[src/rtl/btc_miner_regs_multi_pkg.sv]
// ---------------------------------------------------------------------------
// btc_miner_pkg : address map, result entry layout and helpers -- rev 1.0
// ---------------------------------------------------------------------------
`default_nettype none

package btc_miner_pkg;

  localparam logic [7:0] ADDR_CONFIG       = 8'h00;
  localparam logic [7:0] ADDR_VERSION      = 8'h04;
  localparam logic [7:0] ADDR_PREV_HASH0   = 8'h08;
  localparam logic [7:0] ADDR_PREV_HASH7   = 8'h24;
  localparam logic [7:0] ADDR_MERKLE0      = 8'h28;
  localparam logic [7:0] ADDR_MERKLE7      = 8'h44;
  localparam logic [7:0] ADDR_TIME         = 8'h48;
  localparam logic [7:0] ADDR_BITS         = 8'h4C;
  localparam logic [7:0] ADDR_NONCE_BASE   = 8'h50;
  localparam logic [7:0] ADDR_STATUS       = 8'h54;
  localparam logic [7:0] ADDR_RESULT_NONCE = 8'h58;
  localparam logic [7:0] ADDR_RESULT_INFO  = 8'h5C;
  localparam logic [7:0] ADDR_PARAMS       = 8'h60;

  localparam int NONCE_W         = 32;
  localparam int CORE_ID_FIELD_W = 3;
  localparam int ENTRY_W         = CORE_ID_FIELD_W + 1 + NONCE_W;

  function automatic int CORE_ID_W(input int n);
    int w;
    w = 0;
    for (int k = 0; k < 31; k++) begin
      if ((1 << k) < n) w = k + 1;
    end
    return w;
  endfunction

  function automatic logic [31:0] byte_merge(input logic [31:0] old_val,
                                             input logic [31:0] data,
                                             input logic [3:0]  sel);
    logic [31:0] res;
    res = old_val;
    for (int b = 0; b < 4; b++) begin
      if (sel[b]) res[8*b +: 8] = data[8*b +: 8];
    end
    return res;
  endfunction

endpackage

`default_nettype wire

[src/rtl/btc_miner_regs_multi_if.sv]
// ---------------------------------------------------------------------------
// btc_miner_regs_multi_if : classic Wishbone slave bus bundle -- rev 1.0
// ---------------------------------------------------------------------------
`default_nettype none

interface btc_miner_regs_multi_if;
  logic [7:0]  wbAddr;
  logic [3:0]  wbSel;
  logic        wbWe;
  logic [31:0] wbWData;
  logic        wbCycle;
  logic        wbStrobe;
  logic [2:0]  wbCti;
  logic [1:0]  wbBte;
  logic [31:0] wbRData;
  logic        wbAck;
  logic        wbErr;
  logic        wbRty;

  modport master (
    output wbAddr, wbSel, wbWe, wbWData, wbCycle, wbStrobe, wbCti, wbBte,
    input  wbRData, wbAck, wbErr, wbRty
  );

  modport slave (
    input  wbAddr, wbSel, wbWe, wbWData, wbCycle, wbStrobe, wbCti, wbBte,
    output wbRData, wbAck, wbErr, wbRty
  );
endinterface

`default_nettype wire

[src/rtl/btc_miner_regs_multi_fifo.sv]
// ---------------------------------------------------------------------------
// btc_result_fifo : synchronous result FIFO, head visible combinationally -- rev 1.0
// ---------------------------------------------------------------------------
`default_nettype none

module btc_result_fifo #(
  parameter int WIDTH = 36,
  parameter int DEPTH = 8
) (
  input  logic                   clk,
  input  logic                   rst_n,
  input  logic                   push,
  input  logic [WIDTH-1:0]       push_data,
  input  logic                   pop,
  output logic [WIDTH-1:0]       head,
  output logic                   full,
  output logic                   empty,
  output logic [$clog2(DEPTH):0] count
);

  localparam int PTR_W = $clog2(DEPTH);
  localparam int CNT_W = PTR_W + 1;

  logic [WIDTH-1:0] r_mem [DEPTH];
  logic [PTR_W-1:0] r_wr_ptr;
  logic [PTR_W-1:0] r_rd_ptr;
  logic [CNT_W-1:0] r_count;
  logic             w_do_push;
  logic             w_do_pop;

  assign full  = (r_count == CNT_W'(DEPTH));
  assign empty = (r_count == '0);
  assign count = r_count;
  assign head  = r_mem[r_rd_ptr];

  // A pop frees the slot the same cycle, so a full FIFO still accepts a push alongside it.
  assign w_do_pop  = pop & ~empty;
  assign w_do_push = push & (~full | w_do_pop);

  always_ff @(posedge clk) begin
    if (w_do_push) r_mem[r_wr_ptr] <= push_data;
  end

  always_ff @(posedge clk) begin
    if (!rst_n) begin
      r_wr_ptr <= '0;
      r_rd_ptr <= '0;
      r_count  <= '0;
    end else begin
      if (w_do_push) r_wr_ptr <= r_wr_ptr + PTR_W'(1);
      if (w_do_pop)  r_rd_ptr <= r_rd_ptr + PTR_W'(1);
      case ({w_do_push, w_do_pop})
        2'b10:   r_count <= r_count + CNT_W'(1);
        2'b01:   r_count <= r_count - CNT_W'(1);
        default: r_count <= r_count;
      endcase
    end
  end

endmodule

`default_nettype wire

[src/rtl/btc_miner_regs_multi.sv]
// ---------------------------------------------------------------------------
// btc_miner_regs_multi : Wishbone header/result registers for N miner cores;
// optional irq output with BTC_MINER_REGS_IRQ_EN -- rev 1.0
// ---------------------------------------------------------------------------
`default_nettype none

module btc_miner_regs_multi
  import btc_miner_pkg::*;
#(
  parameter int NUM_CORES  = 4,
  parameter int FIFO_DEPTH = 8
) (
  input  logic                      clk,
  input  logic                      wbRstN,
  btc_miner_regs_multi_if.slave     wb,
  output logic [31:0]               version,
  output logic [255:0]              prev_hash,
  output logic [255:0]              merkle_root,
  output logic [31:0]               btime,
  output logic [31:0]               bits,
  output logic [NUM_CORES*32-1:0]   nonce_start,
  output logic                      start,
  output logic                      config_enable,
  output logic                      config_oneshot,
`ifdef BTC_MINER_REGS_IRQ_EN
  output logic                      irq,
`endif
  input  logic [NUM_CORES-1:0]      done_a,
  input  logic [NUM_CORES-1:0]      nonce_found_a,
  input  logic [NUM_CORES*32-1:0]   nonce_a
);

  localparam int LOG2_CORES = CORE_ID_W(NUM_CORES);
  localparam int CNT_W      = $clog2(FIFO_DEPTH) + 1;

  // Bus-side registers
  logic              r_ack;
  logic [31:0]       r_rdata;
  logic [31:0]       r_version;
  logic [7:0][31:0]  r_prev_hash;
  logic [7:0][31:0]  r_merkle;
  logic [31:0]       r_time;
  logic [31:0]       r_bits;
  logic [31:0]       r_nonce_base;
  logic              r_start;
  logic              r_enable;
  logic              r_oneshot;
  logic              w_irq_en;

  // Result path
  logic [NUM_CORES-1:0]             r_sync1, r_sync2, r_sync3;
  logic [2:0]                       r_arm;
  logic [NUM_CORES-1:0]             w_event;
  logic [NUM_CORES-1:0]             r_pending;
  logic [NUM_CORES-1:0]             r_done;
  logic [NUM_CORES-1:0]             r_slot_found;
  logic [NUM_CORES-1:0][31:0]       r_slot_nonce;
  logic                             r_ovf;

  logic                             w_any;
  logic [CORE_ID_FIELD_W-1:0]       w_sel;
  logic [NUM_CORES-1:0]             w_sel_oh;
  logic                             w_push_found;
  logic [31:0]                      w_push_nonce;
  logic                             w_fifo_push;
  logic                             w_drop;
  logic [ENTRY_W-1:0]               w_head;
  logic                             w_full, w_empty;
  logic [CNT_W-1:0]                 w_count;

  logic        w_access, w_wr, w_rd, w_pop;
  logic        w_start_wr, w_ovf_clr;
  logic        w_in_ph, w_in_mk;
  logic [2:0]  w_ph_idx, w_mk_idx;
  logic [31:0] w_rdata;
  logic [31:0] w_config_rd;
  logic        w_unused_bits;

  assign w_unused_bits = ^{wb.wbCti, wb.wbBte};

  assign w_access   = wb.wbCycle & wb.wbStrobe & ~r_ack;
  assign w_wr       = w_access & wb.wbWe;
  assign w_rd       = w_access & ~wb.wbWe;
  assign w_pop      = w_rd & (wb.wbAddr == ADDR_RESULT_NONCE) & ~w_empty;
  assign w_start_wr = w_wr & (wb.wbAddr == ADDR_STATUS);
  assign w_ovf_clr  = w_start_wr & wb.wbSel[3] & wb.wbWData[31];

  assign w_in_ph  = (wb.wbAddr[1:0] == 2'b00) && (wb.wbAddr >= ADDR_PREV_HASH0) &&
                    (wb.wbAddr <= ADDR_PREV_HASH7);
  assign w_in_mk  = (wb.wbAddr[1:0] == 2'b00) && (wb.wbAddr >= ADDR_MERKLE0) &&
                    (wb.wbAddr <= ADDR_MERKLE7);
  assign w_ph_idx = 3'((wb.wbAddr - ADDR_PREV_HASH0) >> 2);
  assign w_mk_idx = 3'((wb.wbAddr - ADDR_MERKLE0) >> 2);

`ifdef BTC_MINER_REGS_IRQ_EN
  logic r_irq_en;
  logic r_irq;
  assign w_irq_en = r_irq_en;
  assign irq      = r_irq;

  always_ff @(posedge clk) begin
    if (!wbRstN) begin
      r_irq_en <= 1'b0;
      r_irq    <= 1'b0;
    end else begin
      if (w_wr && wb.wbAddr == ADDR_CONFIG && wb.wbSel[0]) r_irq_en <= wb.wbWData[3];
      r_irq <= r_irq_en & ((w_count != '0) | r_ovf);
    end
  end
`else
  assign w_irq_en = 1'b0;
`endif

  assign w_config_rd = {28'b0, w_irq_en, r_oneshot, 1'b0, r_enable};

  always_comb begin
    w_rdata = '0;
    if (w_in_ph) begin
      w_rdata = r_prev_hash[w_ph_idx];
    end else if (w_in_mk) begin
      w_rdata = r_merkle[w_mk_idx];
    end else begin
      case (wb.wbAddr)
        ADDR_CONFIG:       w_rdata = w_config_rd;
        ADDR_VERSION:      w_rdata = r_version;
        ADDR_TIME:         w_rdata = r_time;
        ADDR_BITS:         w_rdata = r_bits;
        ADDR_NONCE_BASE:   w_rdata = r_nonce_base;
        ADDR_STATUS:       w_rdata = {r_ovf, 10'b0, 5'(w_count), 8'b0, 8'(r_done)};
        ADDR_RESULT_NONCE: w_rdata = w_empty ? 32'h0 : w_head[31:0];
        ADDR_RESULT_INFO:  w_rdata = w_empty ? 32'h0 :
                                     {23'b0, w_head[32], 5'b0, w_head[ENTRY_W-1 -: CORE_ID_FIELD_W]};
        ADDR_PARAMS:       w_rdata = {16'b0, 8'(FIFO_DEPTH), 8'(NUM_CORES)};
        default:           w_rdata = '0;
      endcase
    end
  end

  always_ff @(posedge clk) begin
    if (!wbRstN) begin
      r_ack        <= 1'b0;
      r_rdata      <= '0;
      r_version    <= '0;
      r_prev_hash  <= '0;
      r_merkle     <= '0;
      r_time       <= '0;
      r_bits       <= '0;
      r_nonce_base <= '0;
      r_start      <= 1'b0;
      r_enable     <= 1'b0;
      r_oneshot    <= 1'b0;
    end else begin
      r_ack <= w_access;
      if (w_rd) r_rdata <= w_rdata;
      if (w_wr) begin
        if (w_in_ph) begin
          r_prev_hash[w_ph_idx] <= byte_merge(r_prev_hash[w_ph_idx], wb.wbWData, wb.wbSel);
        end else if (w_in_mk) begin
          r_merkle[w_mk_idx] <= byte_merge(r_merkle[w_mk_idx], wb.wbWData, wb.wbSel);
        end else begin
          case (wb.wbAddr)
            ADDR_CONFIG: begin
              if (wb.wbSel[0]) begin
                r_enable  <= wb.wbWData[0];
                r_oneshot <= wb.wbWData[2];
              end
            end
            ADDR_VERSION:    r_version    <= byte_merge(r_version, wb.wbWData, wb.wbSel);
            ADDR_TIME:       r_time       <= byte_merge(r_time, wb.wbWData, wb.wbSel);
            ADDR_BITS:       r_bits       <= byte_merge(r_bits, wb.wbWData, wb.wbSel);
            ADDR_NONCE_BASE: r_nonce_base <= byte_merge(r_nonce_base, wb.wbWData, wb.wbSel);
            ADDR_STATUS:     r_start      <= ~r_start;
            default:         ;
          endcase
        end
      end
    end
  end

  // Start nonces are registered so every output reads 0 while in reset.
  for (genvar g = 0; g < NUM_CORES; g++) begin : g_nonce
    localparam logic [63:0] OFFSET = 64'(g) << (32 - LOG2_CORES);
    logic [31:0] r_ns;
    always_ff @(posedge clk) begin
      if (!wbRstN) r_ns <= '0;
      else         r_ns <= r_nonce_base + OFFSET[31:0];
    end
    assign nonce_start[32*g +: 32] = r_ns;
  end

  // r_arm masks the chain fill after reset so a level held on done_a is not seen as a toggle.
  always_ff @(posedge clk) begin
    if (!wbRstN) begin
      r_sync1 <= '0;
      r_sync2 <= '0;
      r_sync3 <= '0;
      r_arm   <= '0;
    end else begin
      r_sync1 <= done_a;
      r_sync2 <= r_sync1;
      r_sync3 <= r_sync2;
      r_arm   <= {r_arm[1:0], 1'b1};
    end
  end

  assign w_event = (r_sync2 ^ r_sync3) & {NUM_CORES{r_arm[2]}};

  always_comb begin
    w_any        = 1'b0;
    w_sel        = '0;
    w_sel_oh     = '0;
    w_push_found = 1'b0;
    w_push_nonce = '0;
    for (int i = NUM_CORES - 1; i >= 0; i--) begin
      if (r_pending[i]) begin
        w_any        = 1'b1;
        w_sel        = CORE_ID_FIELD_W'(i);
        w_sel_oh     = '0;
        w_sel_oh[i]  = 1'b1;
        w_push_found = r_slot_found[i];
        w_push_nonce = r_slot_nonce[i];
      end
    end
  end

  assign w_fifo_push = w_any & (~w_full | w_pop);
  assign w_drop      = w_any & w_full & ~w_pop;

  always_ff @(posedge clk) begin
    if (!wbRstN) begin
      r_pending    <= '0;
      r_done       <= '0;
      r_slot_found <= '0;
      r_slot_nonce <= '0;
      r_ovf        <= 1'b0;
    end else begin
      if (w_start_wr) r_done <= '0;
      if (w_ovf_clr)  r_ovf  <= 1'b0;
      if (w_drop)     r_ovf  <= 1'b1;
      for (int i = 0; i < NUM_CORES; i++) begin
        if (w_event[i]) begin
          r_slot_nonce[i] <= nonce_a[32*i +: 32];
          r_slot_found[i] <= nonce_found_a[i];
          r_pending[i]    <= 1'b1;
          r_done[i]       <= 1'b1;
        end else if (w_sel_oh[i]) begin
          r_pending[i] <= 1'b0;
        end
      end
    end
  end

  btc_result_fifo #(
    .WIDTH (ENTRY_W),
    .DEPTH (FIFO_DEPTH)
  ) u_fifo (
    .clk       (clk),
    .rst_n     (wbRstN),
    .push      (w_fifo_push),
    .push_data ({w_sel, w_push_found, w_push_nonce}),
    .pop       (w_pop),
    .head      (w_head),
    .full      (w_full),
    .empty     (w_empty),
    .count     (w_count)
  );

  assign wb.wbAck   = r_ack;
  assign wb.wbRData = r_rdata;
  assign wb.wbErr   = 1'b0;
  assign wb.wbRty   = 1'b0;

  assign version        = r_version;
  assign prev_hash      = r_prev_hash;
  assign merkle_root    = r_merkle;
  assign btime          = r_time;
  assign bits           = r_bits;
  assign start          = r_start;
  assign config_enable  = r_enable;
  assign config_oneshot = r_oneshot;

endmodule

`default_nettype wire

[src/flat_wrapper.sv]
// flat-port wrapper written by rule: the top's interface ports become plain ports
module btc_miner_regs_multi_flat import btc_miner_pkg::*;
#(
  parameter int NUM_CORES  = 4,
  parameter int FIFO_DEPTH = 8
)
  (clk, wbRstN, version, prev_hash, merkle_root, btime, bits, nonce_start, start, config_enable, config_oneshot, done_a, nonce_found_a, nonce_a, wb_wbAddr, wb_wbSel, wb_wbWe, wb_wbWData, wb_wbCycle, wb_wbStrobe, wb_wbCti, wb_wbBte, wb_wbRData, wb_wbAck, wb_wbErr, wb_wbRty);
  btc_miner_regs_multi_if wb_i ();
  input  logic clk;
  input  logic wbRstN;
  output logic [31:0] version;
  output logic [255:0] prev_hash;
  output logic [255:0] merkle_root;
  output logic [31:0] btime;
  output logic [31:0] bits;
  output logic [NUM_CORES*32-1:0] nonce_start;
  output logic start;
  output logic config_enable;
  output logic config_oneshot;
  input  logic [NUM_CORES-1:0] done_a;
  input  logic [NUM_CORES-1:0] nonce_found_a;
  input  logic [NUM_CORES*32-1:0] nonce_a;
  input wire logic [$bits(wb_i.wbAddr)-1:0] wb_wbAddr;
  input wire logic [$bits(wb_i.wbSel)-1:0] wb_wbSel;
  input wire logic [$bits(wb_i.wbWe)-1:0] wb_wbWe;
  input wire logic [$bits(wb_i.wbWData)-1:0] wb_wbWData;
  input wire logic [$bits(wb_i.wbCycle)-1:0] wb_wbCycle;
  input wire logic [$bits(wb_i.wbStrobe)-1:0] wb_wbStrobe;
  input wire logic [$bits(wb_i.wbCti)-1:0] wb_wbCti;
  input wire logic [$bits(wb_i.wbBte)-1:0] wb_wbBte;
  output wire logic [$bits(wb_i.wbRData)-1:0] wb_wbRData;
  output wire logic [$bits(wb_i.wbAck)-1:0] wb_wbAck;
  output wire logic [$bits(wb_i.wbErr)-1:0] wb_wbErr;
  output wire logic [$bits(wb_i.wbRty)-1:0] wb_wbRty;
  assign wb_i.wbAddr = wb_wbAddr;
  assign wb_i.wbSel = wb_wbSel;
  assign wb_i.wbWe = wb_wbWe;
  assign wb_i.wbWData = wb_wbWData;
  assign wb_i.wbCycle = wb_wbCycle;
  assign wb_i.wbStrobe = wb_wbStrobe;
  assign wb_i.wbCti = wb_wbCti;
  assign wb_i.wbBte = wb_wbBte;
  assign wb_wbRData = wb_i.wbRData;
  assign wb_wbAck = wb_i.wbAck;
  assign wb_wbErr = wb_i.wbErr;
  assign wb_wbRty = wb_i.wbRty;
  btc_miner_regs_multi #(.NUM_CORES(NUM_CORES), .FIFO_DEPTH(FIFO_DEPTH)) u_core (.clk(clk), .wbRstN(wbRstN), .wb(wb_i), .version(version), .prev_hash(prev_hash), .merkle_root(merkle_root), .btime(btime), .bits(bits), .nonce_start(nonce_start), .start(start), .config_enable(config_enable), .config_oneshot(config_oneshot), .done_a(done_a), .nonce_found_a(nonce_found_a), .nonce_a(nonce_a));
endmodule
[config.mk]
export PLATFORM = sky130hd
export DESIGN_NAME = btc_miner_regs_multi_flat
export DESIGN_NICKNAME = d
export VERILOG_FILES = /design/src/rtl/btc_miner_regs_multi_pkg.sv /design/src/rtl/btc_miner_regs_multi_if.sv /design/src/rtl/btc_miner_regs_multi_fifo.sv /design/src/rtl/btc_miner_regs_multi.sv /design/src/flat_wrapper.sv
export SDC_FILE = /design/constraint.sdc
export NUM_CORES = 2
export LEC_CHECK = 0
export CAP_MARGIN = 20
export CORE_MARGIN = 1
export CORE_UTILIZATION = 30
export DETAILED_ROUTE_END_ITERATION = 8
export PLACE_DENSITY = 0.54
export SYNTH_ARGS = -nofsm -noshare
export SYNTH_HDL_FRONTEND = slang
export SYNTH_SLANG_ARGS = --single-unit
[constraint.sdc]
create_clock -name clk -period 6.9 [get_ports clk]
set_clock_uncertainty 0.2 [all_clocks]
set_input_delay 1.035 -clock clk [delete_from_list [all_inputs] [get_ports clk]]
set_output_delay 1.035 -clock clk [all_outputs]
set_load 0.1 [all_outputs]
Word level (Yosys, flattened, before mapping)
Memories as Yosys holds them, arrays and structs flattened. A register that Yosys moved wholly into a read port is not among the register bits.
Cells that the tools add are included.
{ "word_totals": {"ff_bits": 970, "mem_bits_rw": 280, "out_inout_bits": 774, "elab_cells": 252, "n_memories": 1} }
{ "mem_list": {"columns": ["memory", "words", "width", "read_ports", "rd_clocked_by_memory_dff", "wr", "line", "rtl"], "rows": [
  ["u_core.u_fifo.r_mem", 8, 35, 1, 1, 1, "btc_miner_regs_multi_fifo.sv:24", "logic [WIDTH-1:0] r_mem [DEPTH];"]
]} }
{ "op_classes": {"addsub": 9, "n_lt_le_gt_ge": 8, "n_eq_ne": 11, "n_mux": 92, "n_bitwise": 26, "n_reduce_logical": 39} }
{ "ops": {"columns": ["op", "n"], "rows": [
  ["bitwise mux 256 bit", 2],
  ["2-to-1 mux 32 bit", 11],
  ["2-to-1 mux 8 bit", 36],
  ["one-hot mux 32 bit (9 select lines)", 1],
  ["binary-select mux 32 bit (select 3 bit)", 2],
  ["demux 32 bit (select 3 bit)", 2],
  ["AND reduction 5 bit", 17],
  ["adder 32 bit, second input constant", 2],
  ["== test 8 x 7 -> 1 bit, second input constant", 7],
  ["adder 32 x 31 -> 32 bit, second input constant", 1],
  ["2-to-1 mux 1 bit", 25],
  ["2-to-1 mux 4 bit", 5],
  ["nonzero test 2 bit", 10],
  ["bitwise AND 1 bit", 14],
  ["subtractor 5 x 4 -> 5 bit, second input constant", 2],
  ["2-to-1 mux 9 bit", 1],
  ["== test 8 x 3 -> 1 bit, second input constant", 1],
  ["greater-or-equal comparator 8 x 4 -> 1 bit, second input constant", 1],
  ["greater-or-equal comparator 8 x 6 -> 1 bit, second input constant", 1],
  ["less-or-equal comparator 8 x 6 -> 1 bit, second input constant", 1],
  ["less-or-equal comparator 8 x 7 -> 1 bit, second input constant", 1],
  ["logical NOT 8 bit", 1],
  ["less-than comparator 3 x 4 -> 1 bit, second input constant", 2],
  ["2-to-1 mux 2 bit", 4],
  ["19 further kinds", 35]
]} }

Depth between registers and ports, before layout
{ "depth": {"ltp_word": 10, "mapped_depth": 13, "depth_no_buf": 11} }

Cells and area by module
A second synthesis with hierarchy kept.
{ "unflattened": {"cells_unflattened": 4583, "area_unflattened_um2": 47864.7} }
{ "modules_own_cells": {"columns": ["module", "n_inst", "cells_per_inst", "area_per_inst_um2", "seq_area_each_um2"], "rows": [
  ["btc_miner_regs_multi", 1, 4094, 36403.7, 17376.7],
  ["btc_result_fifo", 1, 489, 11461.0, 8908.5]
]} }

Worst setup path after synthesis
OpenSTA, ideal clock, no wires.
{ "synth_timing": {"path_kind": "input to register", "startpoint": "input wb_wbStrobe", "endpoint": "memory u_core.u_fifo.r_mem[2][0] in the netlist's numbering, enable pin", "setup_time_ns": 0.527, "arrival_time_ns": 5.811, "required_time_ns": 6.173, "setup_slack_ns": 0.362, "path_stages": 6, "path_cell_list": "nor4bb_1 > clkbuf_1 > nand4_1 > a31oi_1 > inv_2 > nor4b_1"} }
{ "synth_between": {"elab_chain_len": 10, "word_cells_on_any_way": 12, "cone_classes": "mux (2); bitwise (10)"} }
{ "synth_rtl": {"columns": ["item", "line", "rtl"], "rows": [
  ["from (decl)", "flat_wrapper.sv:28", "input wire logic [$bits(wb_i.wbStrobe)-1:0] wb_wbStrobe;"],
  ["bitwise AND 1 bit * (2 in series)", "btc_miner_regs_multi.sv:81", "assign w_access = wb.wbCycle & wb.wbStrobe & ~r_ack;"],
  ["bitwise AND 1 bit *", "btc_miner_regs_multi.sv:83", "assign w_rd = w_access & ~wb.wbWe;"],
  ["bitwise AND 1 bit * (2 in series)", "btc_miner_regs_multi.sv:84", "assign w_pop = w_rd & (wb.wbAddr == ADDR_RESULT_NONCE) & ~w_empty;"],
  ["OR 1 bit / bitwise AND 1 bit (equally long branches)", "btc_miner_regs_multi.sv:226, btc_miner_regs_multi_fifo.sv:37", null],
  ["bitwise AND 1 bit / OR 1 bit (equally long branches)", "btc_miner_regs_multi.sv:226, btc_miner_regs_multi_fifo.sv:38", null],
  ["bitwise AND 1 bit *", "btc_miner_regs_multi_fifo.sv:38", "assign w_do_push = push & (~full | w_do_pop);"],
  ["2-to-1 mux 1 bit *", "btc_miner_regs_multi_fifo.sv:41", "if (w_do_push) r_mem[r_wr_ptr] <= push_data;"],
  ["2-to-1 mux 1 bit (not written as such) *", "btc_miner_regs_multi_fifo.sv:41", null],
  ["to (decl)", "btc_miner_regs_multi_fifo.sv:24", null]
]} }
Every way passes the cells marked *; elsewhere a longest branch is shown, timed or not.

Worst setup path after layout
{ "layout_timing": {"startpoint": "input wb_wbAddr[4]", "endpoint": "register u_core.r_rdata[23] (netlist: u_core.wb.wbRData[23])"} }
{ "layout_between": {"elab_chain_len": 5, "word_cells_on_any_way": 26, "cone_classes": "add/sub (2); order compare (4); eq/ne (8); mux (7); reduce/logical (5)"} }
{ "layout_rtl": {"columns": ["item", "line", "rtl"], "rows": [
  ["from (decl)", "flat_wrapper.sv:23", "input wire logic [$bits(wb_i.wbAddr)-1:0] wb_wbAddr;"],
  ["subtractor 5 x 4 -> 5 bit / greater-or-equal comparator 8 x 6 -> 1 bit (equally long branches)", "btc_miner_regs_multi.sv:92, btc_miner_regs_multi.sv:93, btc_miner_regs_multi.sv:90", null],
  ["binary-select mux 32 bit (select 3 bit) / logical AND 1 bit (equally long branches)", "btc_miner_regs_multi.sv:121, btc_miner_regs_multi.sv:90", null],
  ["2-to-1 mux 32 bit (not written as such) / logical AND 1 bit (equally long branches)", "btc_miner_regs_multi.sv:121, btc_miner_regs_multi.sv:90", null],
  ["2-to-1 mux 32 bit", "btc_miner_regs_multi.sv:120", "end else if (w_in_mk) begin"],
  ["2-to-1 mux 32 bit *", "btc_miner_regs_multi.sv:118", "if (w_in_ph) begin"],
  ["to (signal assigned)", "btc_miner_regs_multi.sv:154", "if (w_rd) r_rdata <= w_rdata;"],
  ["to (decl)", "btc_miner_regs_multi.sv:38", "logic [31:0] r_rdata;"]
]} }
Every way passes the cells marked *; elsewhere a longest branch is shown, timed or not. The select of a mux whose other input is x is not followed.
A chain may end at the register's enable or synchronous reset.

==> results_dict.tcl <==
set metrics [dict create \
    cts_setup_buffers 0 \
    synth_top_family_by_area "compound AO/OA/AOI/OAI gates" \
    rows 147 \
    fin_crit_sh 0.716 \
    synth_warnings 0 \
    mostFrequentLayoutCell "nand2_1" \
    drt_iter0_drc 3825 \
    grt_pass1_vias 38355 \
    synth_edf_count 280 \
    ios 964 \
    critical_path_class "in -> reg" \
    grt_max_degree 232 \
    grt_first_pass_wirelength_um 302000 \
    fin_area_mm2 0.0645 \
    design_power_total_mw 15.1 \
    synthArstFlopShare 0 \
    busiest_layer "met2" \
    vias_per_cell 5.20 \
    grt.overflow.total 0 \
    path_clk_slew_ps 60 \
    place_area_mm2 0.0598 \
    start_kind "input pin" \
    syn_avg_cell_area_um2 10.2 \
    crit_path_end_kind "flip-flop" \
    synth_top_area_share 0.360 \
    hpwl_um 161000 \
    avgRoutedWirePerCell_um 28.3 \
    hold_viol 0 \
    layout-drive-gt1-share 0.118 \
    numCtsBuffers 137 \
    clockBufferDepth 3 \
    clk_latency_ps 780 \
    die-area_mm2 0.165 \
    syn_to_final_growth_pct 31.8 \
    max-vdd-ir-drop_mv 0.248 \
    synth_adder_area_share 0.00230 \
    htreeDepth 4 \
    wl_um 220000 \
    slew_headroom 0.141 \
    max_stage_delay_ps 950 \
    fmax_mhz 202 \
    power_leakage_nw 21.6 \
    reg2reg_slack_ps 3310 \
    antenna_left 0 \
    tightest_slew_ps 1280 \
    yosysSeqAreaShare 0.532 \
    gr-usage-met1 0.323 \
    globalRouteTotalUtil 0.259 \
    gp_congestion 0.893 \
    diodes 0 \
    min_from "u_core.r_arm[1]" \
    synthFlopType "dfxtp_1" \
    nNetsFinal 5706 \
    synth_cells 4780 \
    start_util 0.303 \
    final_core_util 0.400 \
    status "completed" \
    whs_ps 233 \
    holdPathEnd "u_core.r_arm[2]" \
    whs_path_depth 1 \
    setup_tns_ps 0 \
    r2r_cells 11 \
    drv_slew 0 \
    met3_usage 0.0543 \
    route.detailed.drc 0 \
    setup_viol 0 \
    synthMuxAreaShare 0.121 \
    netlist.top_cell.by_area "dfxtp_1" \
    synth_compound_area_frac 0.162 \
    worstReg2RegStart "u_core.r_pending[0]" \
    io_buffers 956 \
    cp_max_fo 51 \
    cp.arrival_ps 5330 \
    r2r_end "u_core.u_fifo.count[2]" \
    antenna_found_initial 8 \
    min_path_type "reg -> reg" \
    vias 40466 \
    clock-root-buffer "clkbuf_16" \
    layout_common_cells "nand2_1, clkdlybuf4s50_1, dfxtp_1" \
    cts_tree "yes" \
    fillers 15789 \
    critPathSlowestCell "a221oi_1" \
    drv_cap 0 \
    dr.pass1.iters 6 \
    clock-sinks 1161 \
    cts_resized 0 \
    rsz0062_at_grt "false" \
    min_period_ps 4940 \
    die_y_um 406 \
    netlist_area_mm2 0.0489 \
    die_w_um 406 \
    core_mm2 0.161 \
    path_cells "clkdlybuf4s50_1 -> inv_1 -> ha_4 -> buf_4 -> mux4_2 -> mux2_2 -> a221oi_1 -> a31oi_1" \
    synth-simple-area-share 0.131 \
    ys_seq_elements 1161 \
    synth_xor_area_frac 0.00233 \
    cp.required_ps 7290 \
    synth.distinct_cells 76 \
    synthTopCellsByArea "dfxtp_1, edfxtp_1, mux4_2" \
    power.density_mw_per_mm2 234 \
    cts.hold.buffers_added 0 \
    grtUsageMet2 0.432 \
]
==> area by class of cell <==
cell class                 instances  area [µm²]  share of cell area
clock buffer                     202        3890              0.0604
clock inverter                    46         676              0.0105
inverter                          14        55.1            0.000854
multi-input combinational       3124       20600               0.320
sequential                      1161       26100               0.404
tap                             2160        2700              0.0419
timing repair buffer            1069       10500               0.163
==> cell usage after synthesis (14+ instances only) <==
master / count
nand2_1: 949
dfxtp_1: 881
o21ai_0: 556
clkbuf_1: 297
edfxtp_1: 280
a21boi_0: 226
mux4_2: 187
nand3_1: 171
nor2_1: 164
a21oi_1: 148
mux2i_1: 112
buf_4: 106
and2_1: 59
buf_2: 55
a21boi_1: 45
mux2_2: 43
nor3_1: 40
nor2b_1: 37
a22oi_1: 35
a31oi_1: 35
o211a_1: 32
a221oi_1: 28
a31o_1: 28
a31o_2: 20
buf_1: 17
o21ai_1: 16
o22ai_1: 16
a211oi_1: 15
nor3b_1: 14
==> power breakdown <==
group / internal (mW) / leakage, nW / total, mW / switching, mW
registers: 6.96 / 9.63 / 6.98 / 0.0161
logic: 0.255 / 9.72 / 0.794 / 0.539
clock network: 4.20 / 2.20 / 7.33 / 3.13
==> stage by stage <==
step                      setup slack [ps]  instances
after floorplan                        362       4781
after detailed placement              1200       7520
after global routing                  2010       7776
final                                 1960       7776
after CTS                             2010       7768
after global placement                1220       7515
==> sequential cells by signal (all words and copies together) (netlist names), 4 cells and up, named ones only <==
signal               count
u_core.prev_hash       256
u_core.bits             32
u_core.r_slot_found      4
u_core.r_nonce_base     32
u_core.u_fifo.r_mem    280
u_core.version          32
u_core.u_fifo.count      4
u_core.btime            32
u_core.r_slot_nonce    128
u_core.merkle_root     256
u_core.r_done            4
u_core.r_sync3           4
u_core.wb.wbRData       32
u_core.r_sync1           4
u_core.g_nonce.r_ns     36
u_core.r_pending         4
u_core.r_sync2           4
==> cells by family (layout without fill, tap and decap cells) <==
kind of cell	Yosys count	in the layout
AND/OR/NAND/NOR	1495	1495
AO/OA/AOI/OAI	1258	1258
flip-flops	1161	1161
buffers and inverters	496	1331
multiplexers	347	347
XOR/XNOR	13	13
adder cells (fa/ha/maj)	9	9
other	1	2
==> worst max-delay path by stage <==
stage / startpoint / end / slack (ps) / cells after the start
final: wb_wbAddr[4] / u_core.wb.wbRData[23] / 1960 / 8
after detailed placement: wb_wbAddr[4] / u_core.wb.wbRData[23] / 1200 / 8
after global routing: wb_wbAddr[4] / u_core.wb.wbRData[3] / 2010 / 9
after global placement: wb_wbAddr[4] / u_core.wb.wbRData[23] / 1220 / 8
after floorplan: wb_wbStrobe / u_core.u_fifo.r_mem[2][0] / 360 / 6
after CTS: wb_wbAddr[4] / u_core.wb.wbRData[23] / 2010 / 8
==> worst max-delay path: cells and delay by family <==
| kind | cells | cell delay, ps |
|---|---|---|
| fa+ha+maj | 1 | 940 |
| mux | 2 | 730 |
| compound gates | 2 | 1120 |
| buf+inv | 3 | 1420 |
==> metal layers <==
layer  vias to the layer above  wire, µm
met5                         -        28
met4                         4      9920
met3                       337     14500
met2                      1597    106000
met1                     20114     89900
li1                      18414         -
Power figures use the tool's default switching activity.
